===== src/rtl/fp_mul_seq_ctrl.sv =====
// Sequential FP32 multiplier controller: shift-add mantissa multiply,
// then normalize, denormalize, round-to-nearest-even and flag generation.
module fp_mul_seq_ctrl #(
    parameter int MUL_STEPS = 24,
    parameter int BIAS      = 127
) (
    input  logic        clk,
    input  logic        rst,
    input  logic        in_valid,
    output logic        in_ready,
    input  logic [31:0] a,
    input  logic [31:0] b,
    output logic        out_valid,
    input  logic        out_ready,
    output logic [31:0] z,
    output logic        overflow_flag,
    output logic        underflow_flag,
    output logic        invalid_flag,
    output logic        busy
);

    typedef enum logic [2:0] {
        IDLE,
        MUL,
        NORM,
        ROUND,
        DONE
    } state_t;

    state_t state, state_nxt;

    logic               sign_r;
    logic [7:0]         ex_r, ey_r;
    logic [23:0]        ma_r;
    logic [47:0]        prod_r;
    logic [4:0]         cnt_r;
    logic signed [9:0]  exp_r;
    logic [23:0]        mant_r;
    logic               guard_r, sticky_r, tiny_r;
    logic [31:0]        z_r;
    logic               ovf_r, unf_r, inv_r;

    logic accept;
    assign accept = in_valid & in_ready;

    // Operand classification for the fast path; denormals count as zero
    logic a_nan, a_inf, a_zero, b_nan, b_inf, b_zero;
    logic sign_in, spec_hit, spec_inv;
    logic [31:0] spec_z;

    always_comb begin
        a_nan  = (a[30:23] == 8'hFF) && (a[22:0] != 23'd0);
        a_inf  = (a[30:23] == 8'hFF) && (a[22:0] == 23'd0);
        a_zero = (a[30:23] == 8'h00);
        b_nan  = (b[30:23] == 8'hFF) && (b[22:0] != 23'd0);
        b_inf  = (b[30:23] == 8'hFF) && (b[22:0] == 23'd0);
        b_zero = (b[30:23] == 8'h00);
        sign_in  = a[31] ^ b[31];
        spec_hit = 1'b1;
        spec_inv = 1'b0;
        spec_z   = {sign_in, 31'd0};
        if (a_nan || b_nan || (a_inf && b_zero) || (b_inf && a_zero)) begin
            spec_z   = 32'h7FC0_0000;
            spec_inv = 1'b1;
        end else if (a_inf || b_inf) begin
            spec_z = {sign_in, 8'hFF, 23'd0};
        end else if (!(a_zero || b_zero)) begin
            spec_hit = 1'b0;
        end
    end

    // One radix-2 step: multiplier bit sits in prod_r[0], shifted out each cycle
    logic [24:0] mul_sum;
    logic [47:0] prod_nxt;

    always_comb begin
        mul_sum  = {1'b0, prod_r[47:24]} + (prod_r[0] ? {1'b0, ma_r} : 25'd0);
        prod_nxt = {mul_sum, prod_r[23:1]};
    end

    logic signed [9:0] e_sum, e_norm;
    logic [9:0]  sh_full;
    logic [4:0]  sh;
    logic [23:0] mant_n;
    logic        g_n, s_n, tiny_n;
    logic [50:0] wide;
    logic [23:0] mant_d;
    logic        g_d, s_d;

    always_comb begin
        e_sum  = $signed({2'b00, ex_r}) + $signed({2'b00, ey_r})
               - $signed(10'(BIAS));
        e_norm = e_sum + (prod_r[47] ? 10'sd1 : 10'sd0);
        if (prod_r[47]) begin
            mant_n = prod_r[47:24];
            g_n    = prod_r[23];
            s_n    = |prod_r[22:0];
        end else begin
            mant_n = prod_r[46:23];
            g_n    = prod_r[22];
            s_n    = |prod_r[21:0];
        end
        tiny_n  = (e_norm <= 10'sd0);
        sh_full = 10'sd1 - e_norm;
        sh      = (sh_full > 10'd26) ? 5'd26 : sh_full[4:0];
        wide    = {mant_n, g_n, 26'd0} >> sh;
        mant_d  = wide[50:27];
        g_d     = wide[26];
        s_d     = s_n | (|wide[25:0]);
    end

    logic        rnd_inc;
    logic [24:0] rsum;
    logic signed [9:0] e_rnd;
    logic [23:0] m_rnd;
    logic        ovf_n, unf_n;
    logic [31:0] rnd_z;

    always_comb begin
        rnd_inc = guard_r & (sticky_r | mant_r[0]);
        rsum    = {1'b0, mant_r} + {24'd0, rnd_inc};
        e_rnd   = exp_r;
        m_rnd   = rsum[23:0];
        if (rsum[24]) begin
            e_rnd = exp_r + 10'sd1;
            m_rnd = 24'h80_0000;
        end else if ((exp_r == 10'sd0) && rsum[23]) begin
            e_rnd = 10'sd1;
        end
        ovf_n = (e_rnd >= 10'sd255);
        unf_n = tiny_r & ~ovf_n
              & (guard_r | sticky_r | (m_rnd == 24'd0));
        rnd_z = ovf_n ? {sign_r, 8'hFF, 23'd0}
                      : {sign_r, e_rnd[7:0], m_rnd[22:0]};
    end

    always_ff @(posedge clk or posedge rst) begin
        if (rst) state <= IDLE;
        else     state <= state_nxt;
    end

    always_comb begin
        state_nxt = state;
        unique case (state)
            IDLE:  if (accept) state_nxt = spec_hit ? DONE : MUL;
            MUL:   if (cnt_r == 5'(MUL_STEPS - 1)) state_nxt = NORM;
            NORM:  state_nxt = ROUND;
            ROUND: state_nxt = DONE;
            DONE:  if (out_ready) state_nxt = IDLE;
            default: state_nxt = IDLE;
        endcase
    end

    always_ff @(posedge clk or posedge rst) begin
        if (rst) begin
            sign_r   <= 1'b0;
            ex_r     <= '0;
            ey_r     <= '0;
            ma_r     <= '0;
            prod_r   <= '0;
            cnt_r    <= '0;
            exp_r    <= '0;
            mant_r   <= '0;
            guard_r  <= 1'b0;
            sticky_r <= 1'b0;
            tiny_r   <= 1'b0;
            z_r      <= '0;
            ovf_r    <= 1'b0;
            unf_r    <= 1'b0;
            inv_r    <= 1'b0;
        end else begin
            case (state)
                IDLE: if (accept) begin
                    sign_r <= sign_in;
                    ex_r   <= a[30:23];
                    ey_r   <= b[30:23];
                    ma_r   <= {1'b1, a[22:0]};
                    prod_r <= {24'd0, 1'b1, b[22:0]};
                    cnt_r  <= '0;
                    if (spec_hit) begin
                        z_r   <= spec_z;
                        inv_r <= spec_inv;
                        ovf_r <= 1'b0;
                        unf_r <= 1'b0;
                    end
                end
                MUL: begin
                    prod_r <= prod_nxt;
                    cnt_r  <= cnt_r + 5'd1;
                end
                NORM: begin
                    tiny_r <= tiny_n;
                    if (tiny_n) begin
                        exp_r    <= '0;
                        mant_r   <= mant_d;
                        guard_r  <= g_d;
                        sticky_r <= s_d;
                    end else begin
                        exp_r    <= e_norm;
                        mant_r   <= mant_n;
                        guard_r  <= g_n;
                        sticky_r <= s_n;
                    end
                end
                ROUND: begin
                    z_r   <= rnd_z;
                    ovf_r <= ovf_n;
                    unf_r <= unf_n;
                    inv_r <= 1'b0;
                end
                default: ;
            endcase
        end
    end

    assign in_ready       = (state == IDLE);
    assign out_valid      = (state == DONE);
    assign busy           = (state != IDLE);
    assign z              = z_r;
    assign overflow_flag  = ovf_r;
    assign underflow_flag = unf_r;
    assign invalid_flag   = inv_r;

endmodule


===== config.mk =====
export PLATFORM = sky130hd
export DESIGN_NAME = fp_mul_seq_ctrl
export DESIGN_NICKNAME = d
export VERILOG_FILES = /design/src/rtl/fp_mul_seq_ctrl.sv
export SDC_FILE = /design/constraint.sdc
export NUM_CORES = 1
export LEC_CHECK = 0
export ABC_AREA = 1
export CORE_ASPECT_RATIO = 1.25
export CORE_MARGIN = 3
export CORE_UTILIZATION = 64
export CTS_BUF_LIST = sky130_fd_sc_hd__clkbuf_16
export DETAILED_ROUTE_END_ITERATION = 8
export GPL_TIMING_DRIVEN = 0
export PLACE_DENSITY = 0.95
export SETUP_SLACK_MARGIN = 0.5
export SYNTH_ARGS = -nofsm -noshare
export SYNTH_HDL_FRONTEND = slang
export SYNTH_SLANG_ARGS = --single-unit

===== constraint.sdc =====
create_clock -name clk -period 15.5 [get_ports clk]
set_input_delay 4.65 -clock clk [delete_from_list [all_inputs] [get_ports clk]]
set_output_delay 4.65 -clock clk [all_outputs]
set_load 0.005 [all_outputs]

* Yosys cells after proc, flatten, opt, wreduce, memory -nomap -nowiden
Cells that the tools add are included.
** Operators by class
- Mux-type cells :: 39
- Reduce and logical (&&, ||, !) cells :: 31
- Bitwise operators :: 10
- Shifts and indexed selects :: 1
- Equality and inequality tests :: 11
- Magnitude comparators :: 3
- Add/sub/neg operators :: 8
** Operators with widths (number)
- $mux W24 :: 4
- $mux W32 :: 3
- $pmux W48 S2 :: 1
- $pmux W32 S2 :: 1
- $mux W31 :: 2
- $shr A51 B5 Y51 :: 1
- $mux W48 :: 1
- $logic_not A23 Y1 :: 2
- $reduce_bool A23 Y1 :: 2
- $mux W10 :: 3
- $reduce_or A26 Y1 :: 1
- $add A24 B1 Y25 :: 1
- $add A24 B24 Y25 :: 1
- $logic_not A24 Y1 :: 1
- $reduce_or A23 Y1 :: 1
- $reduce_or A22 Y1 :: 1
- $eq A8 B8 Y1 const B :: 2
- $logic_not A8 Y1 :: 2
- $pmux W3 S5 :: 1
- $mux W1 :: 13
- $mux W3 :: 4
- $add A10 B2 Y10 :: 1
- $add A10 B2 Y10 const B :: 1
- $ge A10 B9 Y1 const B :: 1
- 27 further kinds :: 52
** Storage, ports and cells
- Register bits after elaboration :: 169
- Logic and storage cells :: 119
- Input port bits :: 68
- Output and inout port bits :: 38

* Depth between registers and ports, before layout
Gate-level depths: netlist of the first run.
- Depth after elaboration :: 11
- Gate-level depth with buffers :: 33
- Gate-level depth less buffers :: 32

* Least setup slack after synthesis of the first run
OpenSTA, ideal clock, no wires.
- Path type :: input to register
- Start :: input port b[16]
- End :: register z_r[23], in the netlist z[23]
- Stages on the path :: 14
- Slack :: 8.651 ns
- Buffers on the path :: 0
- Library setup time :: 0.088 ns
- Required time :: 15.412 ns
- Data arrival time :: 6.761 ns
- Path through :: or4_1 nor4_1 nand4_1 o21ai_0 o221ai_1 inv_1 nand2_1 nand2_1 nand2_1 nand2_2 clkinv_1 o21ai_0 o21ai_0 o211ai_1
** Between the ends
- Word-level cells in the longest chain between the ends :: 9
- Elaborated cells between the ends (all ways) :: 18
- Classes of those cells :: eq/ne: 1; mux: 7; reduce/logical: 10
** RTL lines
- start, declared :: RTL line 12 : input logic [31:0] b,
- $reduce_bool A23 Y1 :: RTL line 55 : b_nan = (b[30:23] == 8'hFF) && (b[22:0] != 23'd0);
- $logic_and A1 B1 Y1 :: RTL line 55
- $logic_or A1 B1 Y1 (3 in series) :: RTL line 62 : if (a_nan || b_nan || (a_inf && b_zero) || (b_inf && a_zero)) begin
- $mux W32 :: RTL line 62
- $mux W32 :: RTL line 180 : if (spec_hit) begin
- $mux W32 :: RTL line 173 : IDLE: if (accept) begin
- $pmux W32 S2 :: RTL line 172 : case (state)
- end signal, assigned :: RTL line 181 : z_r <= spec_z;
- end signal, assigned :: RTL line 206 : z_r <= rnd_z;
- end, declared :: RTL line 40 : logic [31:0] z_r;
Several ways; a longest one is shown, not always the timed one. The select of a mux whose other input is x is not followed.
A chain may end at the register's enable or synchronous reset.

* Final worst setup path of the first run
Ends and elaborated chain as after synthesis.

==> summary.md, run 1 <==
| Metric | Value |
|---|---|
| CP endpoint | z[23]$_DFFE_PP0P_ |
| I/O pin cnt | ~110 |
| Post-synth EDFFs | 0 |
| Mean post-synth cell area | approximately 7 µm² |
| Antenna Violating Nets Remaining | 0 |
| Cell taking the most area after synthesis | dfrtp_1 |
| Max IR drop VDD | roughly 130 µV |
| Crit path launch | b[16] |
| Post-synthesis adder-cell area fraction | roughly 5% |
| Post-synthesis cell type count | 60 |
| Die area | 0.02083 mm² |
| Count leader, synth | nand2_1 |
| Fin. Hold Viols | 0 |
| Simple-gate share of the synthesized area | between 30% and 40% |
| Post-synth top area share | between 30% and 40% |
| Cells on worst reg2reg path | 31 |
| Gr busiest metal | met2 |
| Reg2reg start | prod_r[47]$_DFFE_PP0P_ |
| Hold buffer count at cts | 0 |
| 1st-iter DRT viols | 1,433 |
| Footprint of the multi-input gates | 0.006780 mm² |
| Synth Area in XOR/XNOR | under 10% |
| # resized after CTS | 0 |
| Crit Path Category | in -> reg |
| Largest net degree at the start of global routing | 97 |
| GPL Wtd Cong | roughly 1.0 |
| Layout Nets | 2,007 |
| Aggregate global-route resource usage | around two fifths |
| Yosys warning count | 0 |
| Via count | roughly 13,000 |
| Dpl hpwl | roughly 31,000 µm |
| Post-synthesis mux area share | 0% |
| WP data arrival | 8.27 ns |
| Die X-Extent | between 100 and 150 µm |
| CP Cell Sequence | clkdlybuf4s50_1 > or4_1 > nor4_1 > nand4_1 > o21ai_0 > o221ai_1 > inv_1 > nand2_1 > nand2_1 > nand2_1 > nand2_2 > clkinv_1 > o21ai_0 > o21ai_0 > o211ai_1 |
| Clock latency on the worst-skew pair | around 0.46 ns |
| Worst R2R Setup Slack | 10.24 ns |
| # rows | 55 |
| CORE AREA | approximately 0.018 mm² |
| Status | finished, final reports clean |
| Chip height | roughly 160 µm |
| Vias in the first global route | between 10,000 and 15,000 |
| Synth Instances | approximately 1,800 |
| Root Buffer | clkbuf_16 |
| Layout filler cell count | ~1,300 |
| FFs w/ async S/R, synth | 100.0% |
| Fin Clk Skew | around 0.015 ns |
| DRC Markers | 0 |
| H-tree depth | 4 |
| Starting density of the core | between 60% and 70% |
| Synth Register Bits | 169 |
| Top FF cell, synth | dfrtp_1 |
| Smallest hold slack | around 0.47 ns |
| Reg2reg end | sticky_r$_DFFE_PP0N_ |
| Setup-failing EPs final | 0 |
| Max Slew Vio Count | 0 |
| Met2 Use GR | about 68% |
| Drt wl/cell | approximately 19 µm |
| Post-synthesis compound-gate area fraction | 13.25% |
| TNS Setup | 0 ns |
| Power density cells | between 200 and 250 mW/mm² |
| Post-route clock period utilization | 51.02% |
| CP max stage delay | roughly 0.55 ns |
| Actual slew at the worst max-slew pin | around 1.2 ns |
| Final design utilization | roughly 77% |
| Worst Path Max Fanout | 10 |
| Endpoint type of the worst setup path | flip-flop |
| Slowest CP cell | or4_1 |
| GRT overflow | 0 |
| Initial antenna violation count | 0 |
| Critical Path RT | around 16 ns |
| P_leak | 7.029 nW |
| Final WL | a little over 40,000 µm |
| CP Launch Type | input port |
| Hold Path Class | reg -> reg |
| Clock transition at path regs | around 0.08 ns |
| TritonCTS Buffers | 17 |
| N_diodes | 0 |
| Vias per Instance | 6.162 |
| First-pass GRT wire length | 65,200 µm |
| Met3 usage | around 6.7% |
| Clock sinks | around 170 |
| Number of setup buffers added after CTS | 0 |
| Top post-synthesis cells by count | 508 x nand2_1, 217 x inv_1, 196 x nand3_1, 169 x dfrtp_1, 123 x o21ai_0 |
| First drt pass iteration count | 6 |
| Storage cell area | between 0.004 and 0.005 mm² |
| Synth area leaders | dfrtp_1 35%, nand2_1 16%, nand3_1 8.0%, inv_1 6.7%, o21ai_0 5.0% |
| CTS Buffer Depth | 2 |
| Mapped Area | about 0.012 mm² |
| Crit path time final | between 7 and 8 ns |
| Main combinational cell family by area after synthesis | simple AND/OR/NAND/NOR gates |
| Max_cap viols | 0 |
| Fmax | between 100 and 150 MHz |
| Area Overhead vs Synth | 16.35% |
| GRT met1 Usage | 43.74% |
| Fraction of layout cells with a size suffix above 1 | just over 6% |
| CTS tree | yes |
| Relative slew slack | roughly 16% |
| Unrepaired setup endpoints after global routing | false |
| Post-synthesis sequential area ratio | 34.55% |
| I/O Buffers | between 100 and 150 |
| Syn_nets | 1,882 |
==> cells in the final DEF (no fill, tap or decap), types with 7 or more instances in the layout <==
| cell | instances |
|---|---|
| a21oi_1 | 54 |
| buf_2 | 13 |
| buf_6 | 8 |
| clkbuf_1 | 45 |
| clkbuf_16 | 17 |
| clkdlybuf4s50_1 | 105 |
| clkinv_8 | 7 |
| dfrtp_1 | 169 |
| ha_1 | 47 |
| inv_1 | 216 |
| nand2_1 | 508 |
| nand2_2 | 10 |
| nand3_1 | 196 |
| nand3_2 | 9 |
| nand4_1 | 46 |
| nor2_1 | 96 |
| nor3_1 | 13 |
| nor4_1 | 16 |
| o211ai_1 | 8 |
| o21ai_0 | 123 |
| o21ai_1 | 21 |
| o221ai_1 | 19 |
| o22ai_1 | 24 |
| xor2_1 | 22 |
==> state kept, by name, summed over array words and instances (netlist names), 3 cells and up <==
name	flops
cnt_r	5
state	3
ey_r	8
exp_r	10
prod_r	48
ma_r	24
mant_r	24
z	32
ex_r	8
==> critical path: cells and delay by family <==
| kind | cells | cell delay [ns] |
|---|---|---|
| buf+inv | 3 | 0.90 |
| simple gates | 7 | 1.34 |
| compound gates | 5 | 1.37 |
==> kinds of logic after synthesis <==
group,Yosys count
AND/OR/NAND/NOR,935
buffers and inverters,303
AO/OA/AOI/OAI,281
flip-flops,169
adder cells (fa/ha/maj),49
XOR/XNOR,28
==> metrics by stage <==
step	instance area (µm²)	setup slack, ns	std cells	total power [mW]
finish	14240	7.592	2131	3.216
global route	14240	7.372	2131	3.450
CTS	14240	7.726	2131	3.155
detailed placement	13620	7.287	2099	2.690
global placement	13580	4.408	2098	2.612
floorplan	12240	6.275	1765	2.100
==> worst min-delay path by stage <==
stage | startpoint | endpoint | slack (ns) | cells past startpoint
floorplan | exp_r[9]$_DFFE_PP0N_ | exp_r[9]$_DFFE_PP0N_ | 0.44 | 2
global placement | exp_r[9]$_DFFE_PP0N_ | exp_r[9]$_DFFE_PP0N_ | 0.45 | 2
detailed placement | ma_r[23]$_DFFE_PP0P_ | ma_r[23]$_DFFE_PP0P_ | 0.46 | 1
CTS | ma_r[23]$_DFFE_PP0P_ | ma_r[23]$_DFFE_PP0P_ | 0.48 | 1
global route | ma_r[15]$_DFFE_PP0P_ | ma_r[15]$_DFFE_PP0P_ | 0.49 | 2
finish | ma_r[23]$_DFFE_PP0P_ | ma_r[23]$_DFFE_PP0P_ | 0.47 | 1
==> final cells by class <==
class,count,area share [%]
Clock buffer,17,2.987
Timing Repair Buffer,106,7.573
Buffer,76,2.697
Sequential cell,169,29.69
Tap cell,228,2.003
Inverter,227,6.035
Clock inverter,15,1.406
Multi-Input combinational cell,1293,47.61
==> per-layer routing <==
metal | part of all wire [%] | up-vias
met5 | 0 | -
met4 | 7.6 | 0
met3 | 7.6 | 215
met2 | 50 | 807
met1 | 35 | 5987
li1 | - | 6122
==> where the power goes <==
part           internal [mW]  switching (mW)  leakage [nW]
Combinational          0.665            1.35          4.58
Sequential             0.626           0.122          2.15
Clock                  0.222           0.230         0.297
Total                   1.51            1.70          7.03
Power figures use the tool's default switching activity.
==> inputs of run 2 (changes only) <==
--- a/config.mk
+++ b/config.mk
@@ -8,11 +8,11 @@
 export ABC_AREA = 1
 export CORE_ASPECT_RATIO = 1.25
 export CORE_MARGIN = 3
-export CORE_UTILIZATION = 64
+export CORE_UTILIZATION = 59
 export CTS_BUF_LIST = sky130_fd_sc_hd__clkbuf_16
 export DETAILED_ROUTE_END_ITERATION = 8
 export GPL_TIMING_DRIVEN = 0
-export PLACE_DENSITY = 0.95
+export PLACE_DENSITY = 0.89
 export SETUP_SLACK_MARGIN = 0.5
 export SYNTH_ARGS = -nofsm -noshare
 export SYNTH_HDL_FRONTEND = slang
==> constraint.sdc (replaced) <==
create_clock -name clk -period 8.1 [get_ports clk]
set_input_delay 2.43 -clock clk [delete_from_list [all_inputs] [get_ports clk]]
set_output_delay 2.43 -clock clk [all_outputs]
set_load 0.005 [all_outputs]
==> summary.md, run 2 (same netlist as run 1, synthesis figures left out) <==
| Metric | Value |
|---|---|
| Clock sinks | 169 (unchanged) |
| Fraction of layout cells with a size suffix above 1 | 5.885% (-0.16 points) |
| Root Buffer | clkbuf_16 |
| CTS Buffer Depth | 2 (unchanged) |
| Footprint of the multi-input gates | 0.006780 mm² (unchanged) |
| Actual slew at the worst max-slew pin | 1.248 ns (-0.0007627 ns) |
| Fin area | 0.01426 mm² (+0.11%) |
| WP data arrival | 6.05 ns (-2.22 ns) |
| Post-route clock period utilization | between 70% and 80% |
| Endpoint type of the worst setup path | flip-flop |
| TritonCTS Buffers | 17 (unchanged) |
| Starting density of the core | 60.46% (-5.9 points) |
| Hold buffer count at cts | 0 (unchanged) |
| Placed cell area | 0.01366 mm² (+0.35%) |
| Gr busiest metal | met2 |
| Status | finished, final reports clean |
| Fmax | 175.5 MHz |
| DRC Markers | 0 (unchanged) |
| Via count | 12,551 (-4.4%) |
| H-tree depth | 4 (unchanged) |
| GRT overflow | 0 (unchanged) |
| First-pass GRT wire length | 60,210 µm (-7.7%) |
| 1st-iter DRT viols | 916 (-36%) |
| Crit Path Category | in -> reg |
| Initial antenna violation count | 0 (unchanged) |
| Max reg flops | 48 (unchanged) |
| Worst Path Max Fanout | 10 (unchanged) |
| Most common cell after layout, fill and taps aside | nand2_1 |
| CORE AREA | 0.02025 mm² (+9.8%) |
| Largest net degree at the start of global routing | 133 (+37%) |
| Area Overhead vs Synth | 16.48% |
| Vias per Instance | 5.776 (-6.3%) |
| Fin Clk Skew | 0.008931 ns (-0.006213 ns) |
| CP Launch Type | input port |
| Commonest cells after routing, fill and taps aside | 508 x nand2_1, 217 x inv_1, 196 x nand3_1 |
| # rows | 58 (+5.5%) |
| Crit path time final | around 5.7 ns |
| I/O Buffers | 105 (unchanged) |
| Storage cell area | 0.004229 mm² (unchanged) |
| Dpl hpwl | 29,660 µm (-5.4%) |
| Number of setup buffers added after CTS | 0 (unchanged) |
| Vias in the first global route | 12,294 (-6.1%) |
| # resized after CTS | 0 (unchanged) |
| CTS tree | yes |
| P_leak | 7.022 nW (-0.10%) |
| N_diodes | 0 (unchanged) |
| Reg2reg start | prod_r[47]$_DFFE_PP0P_ |
| Clock transition at path regs | 0.07 ns (about the same) |
| Layout filler cell count | 1,646 (+29%) |
| Relative slew slack | 16.14% (+0.051 points) |
| I/O pin cnt | 106 (unchanged) |
| Register with the most flip-flops | prod_r |
| First drt pass iteration count | 5 (-1) |
| Met2 Use GR | 61.53% (-6.5 points) |
| Critical Path RT | 8.45 ns (-7.41 ns) |
| Aggregate global-route resource usage | 33.54% (-6.0 points) |
| Final WL | 37,180 µm (-7.7%) |
| Layout Nets | 2,007 (unchanged) |
| Drt wl/cell | 17.11 µm (-9.5%) |
| Die area | 0.02252 mm² (+8.1%) |
| Max IR drop VDD | 220.4 µV (+68%) |
| Power density cells | 421.9 mW/mm² (+87%) |
| Antenna Violating Nets Remaining | 0 (unchanged) |
| Crit path launch | b[16] |
| Fin. Hold Viols | 0 (unchanged) |
| Max_cap viols | 0 (unchanged) |
| HP Start | ma_r[0]$_DFFE_PP0P_ |
| Setup-failing EPs final | 0 (unchanged) |
| Chip height | 167.0 µm (+4.0%) |
| Hold Path Class | reg -> reg |
| GPL Wtd Cong | 1.024 (-1.7%) |
| Cell count after placement | 2,141 (+2.0%) |
| Met3 usage | 3.172% (-3.5 points) |
| Max Slew Vio Count | 0 (unchanged) |
| Die X-Extent | 134.8 µm (+4.0%) |
| Cell Count, Final, Fillers Out | 2,173 (+2.0%) |
| Clock latency on the worst-skew pair | 0.44 ns (-0.02 ns) |
| Unrepaired setup endpoints after global routing | false |
| GRT met1 Usage | 37.81% (-5.9 points) |
## run 2: changes by cell type in the layout (fill, tap and decap cells not counted), sizes merged
cell and delta:
bufinv +2, clkinv -3, inv +1
## run 2: cell type report
class / instances / share of cell area [%]
well taps: 270 / 2.369
clock buffers: 17 / 2.984
clock inverters: 15 / 1.141
inverters: 227 / 6.029
multi-input cells: 1293 / 47.56
plain buffers: 76 / 2.694
repair buffers: 106 / 7.565
flip-flops and latches: 169 / 29.66
## run 2: through the flow
| step | utilization (%) | worst slack [ns] | hold WS (ns) | setup TNS [ns] | power [mW] |
|---|---|---|---|---|---|
| after floorplan | - | 1.095 | 0.4361 | 0 | 4.019 |
| after global placement | 67.32 | -0.7568 | 0.4499 | -123.65 | 5.012 |
| after detailed placement | 67.49 | 2.077 | 0.4593 | 0 | 5.106 |
| after CTS | 70.39 | 2.491 | 0.4754 | 0 | 5.958 |
| after global routing | 70.42 | 2.102 | 0.4949 | 0 | 6.522 |
| final | 70.42 | 2.400 | 0.4727 | 0 | 6.015 |
## run 2: worst paths after layout
kind,end,slack [ns],cells past startpoint
max in group asynchronous,z[4]$_DFFE_PP0P_,4.80,3
worst min-delay path,ma_r[0]$_DFFE_PP0P_,0.47,2
min in group asynchronous,ma_r[20]$_DFFE_PP0P_,2.35,2
worst max register to register,sticky_r$_DFFE_PP0N_,2.77,31
worst max-delay path,z[23]$_DFFE_PP0P_,2.40,15
worst min register to register,ma_r[0]$_DFFE_PP0P_,0.47,2
## run 2: power by group
group | total (mW) | switching, mW | leakage, nW | internal [mW]
clock network | 0.833 | 0.372 | 0.289 | 0.461
logic | 3.76 | 2.49 | 4.58 | 1.27
registers | 1.42 | 0.223 | 2.15 | 1.20
total | 6.02 | 3.09 | 7.02 | 2.93
## run 2: worst max-delay path: stages
cell             delay, ns
clkdlybuf4s50_1       0.42
or4_1                 0.53
nor4_1                0.25
nand4_1               0.21
o21ai_0               0.49
o221ai_1              0.23
inv_1                 0.20
nand2_1               0.10
nand2_1               0.07
nand2_1               0.06
nand2_2               0.14
clkinv_1              0.25
o21ai_0               0.32
o21ai_0               0.20
o211ai_1              0.14
## run 2: per-layer routing
metal	wire (µm)	vias to the layer above
met5	0	-
met4	2073	0
met3	2034	121
met2	19200	497
met1	13860	5802
li1	-	6131
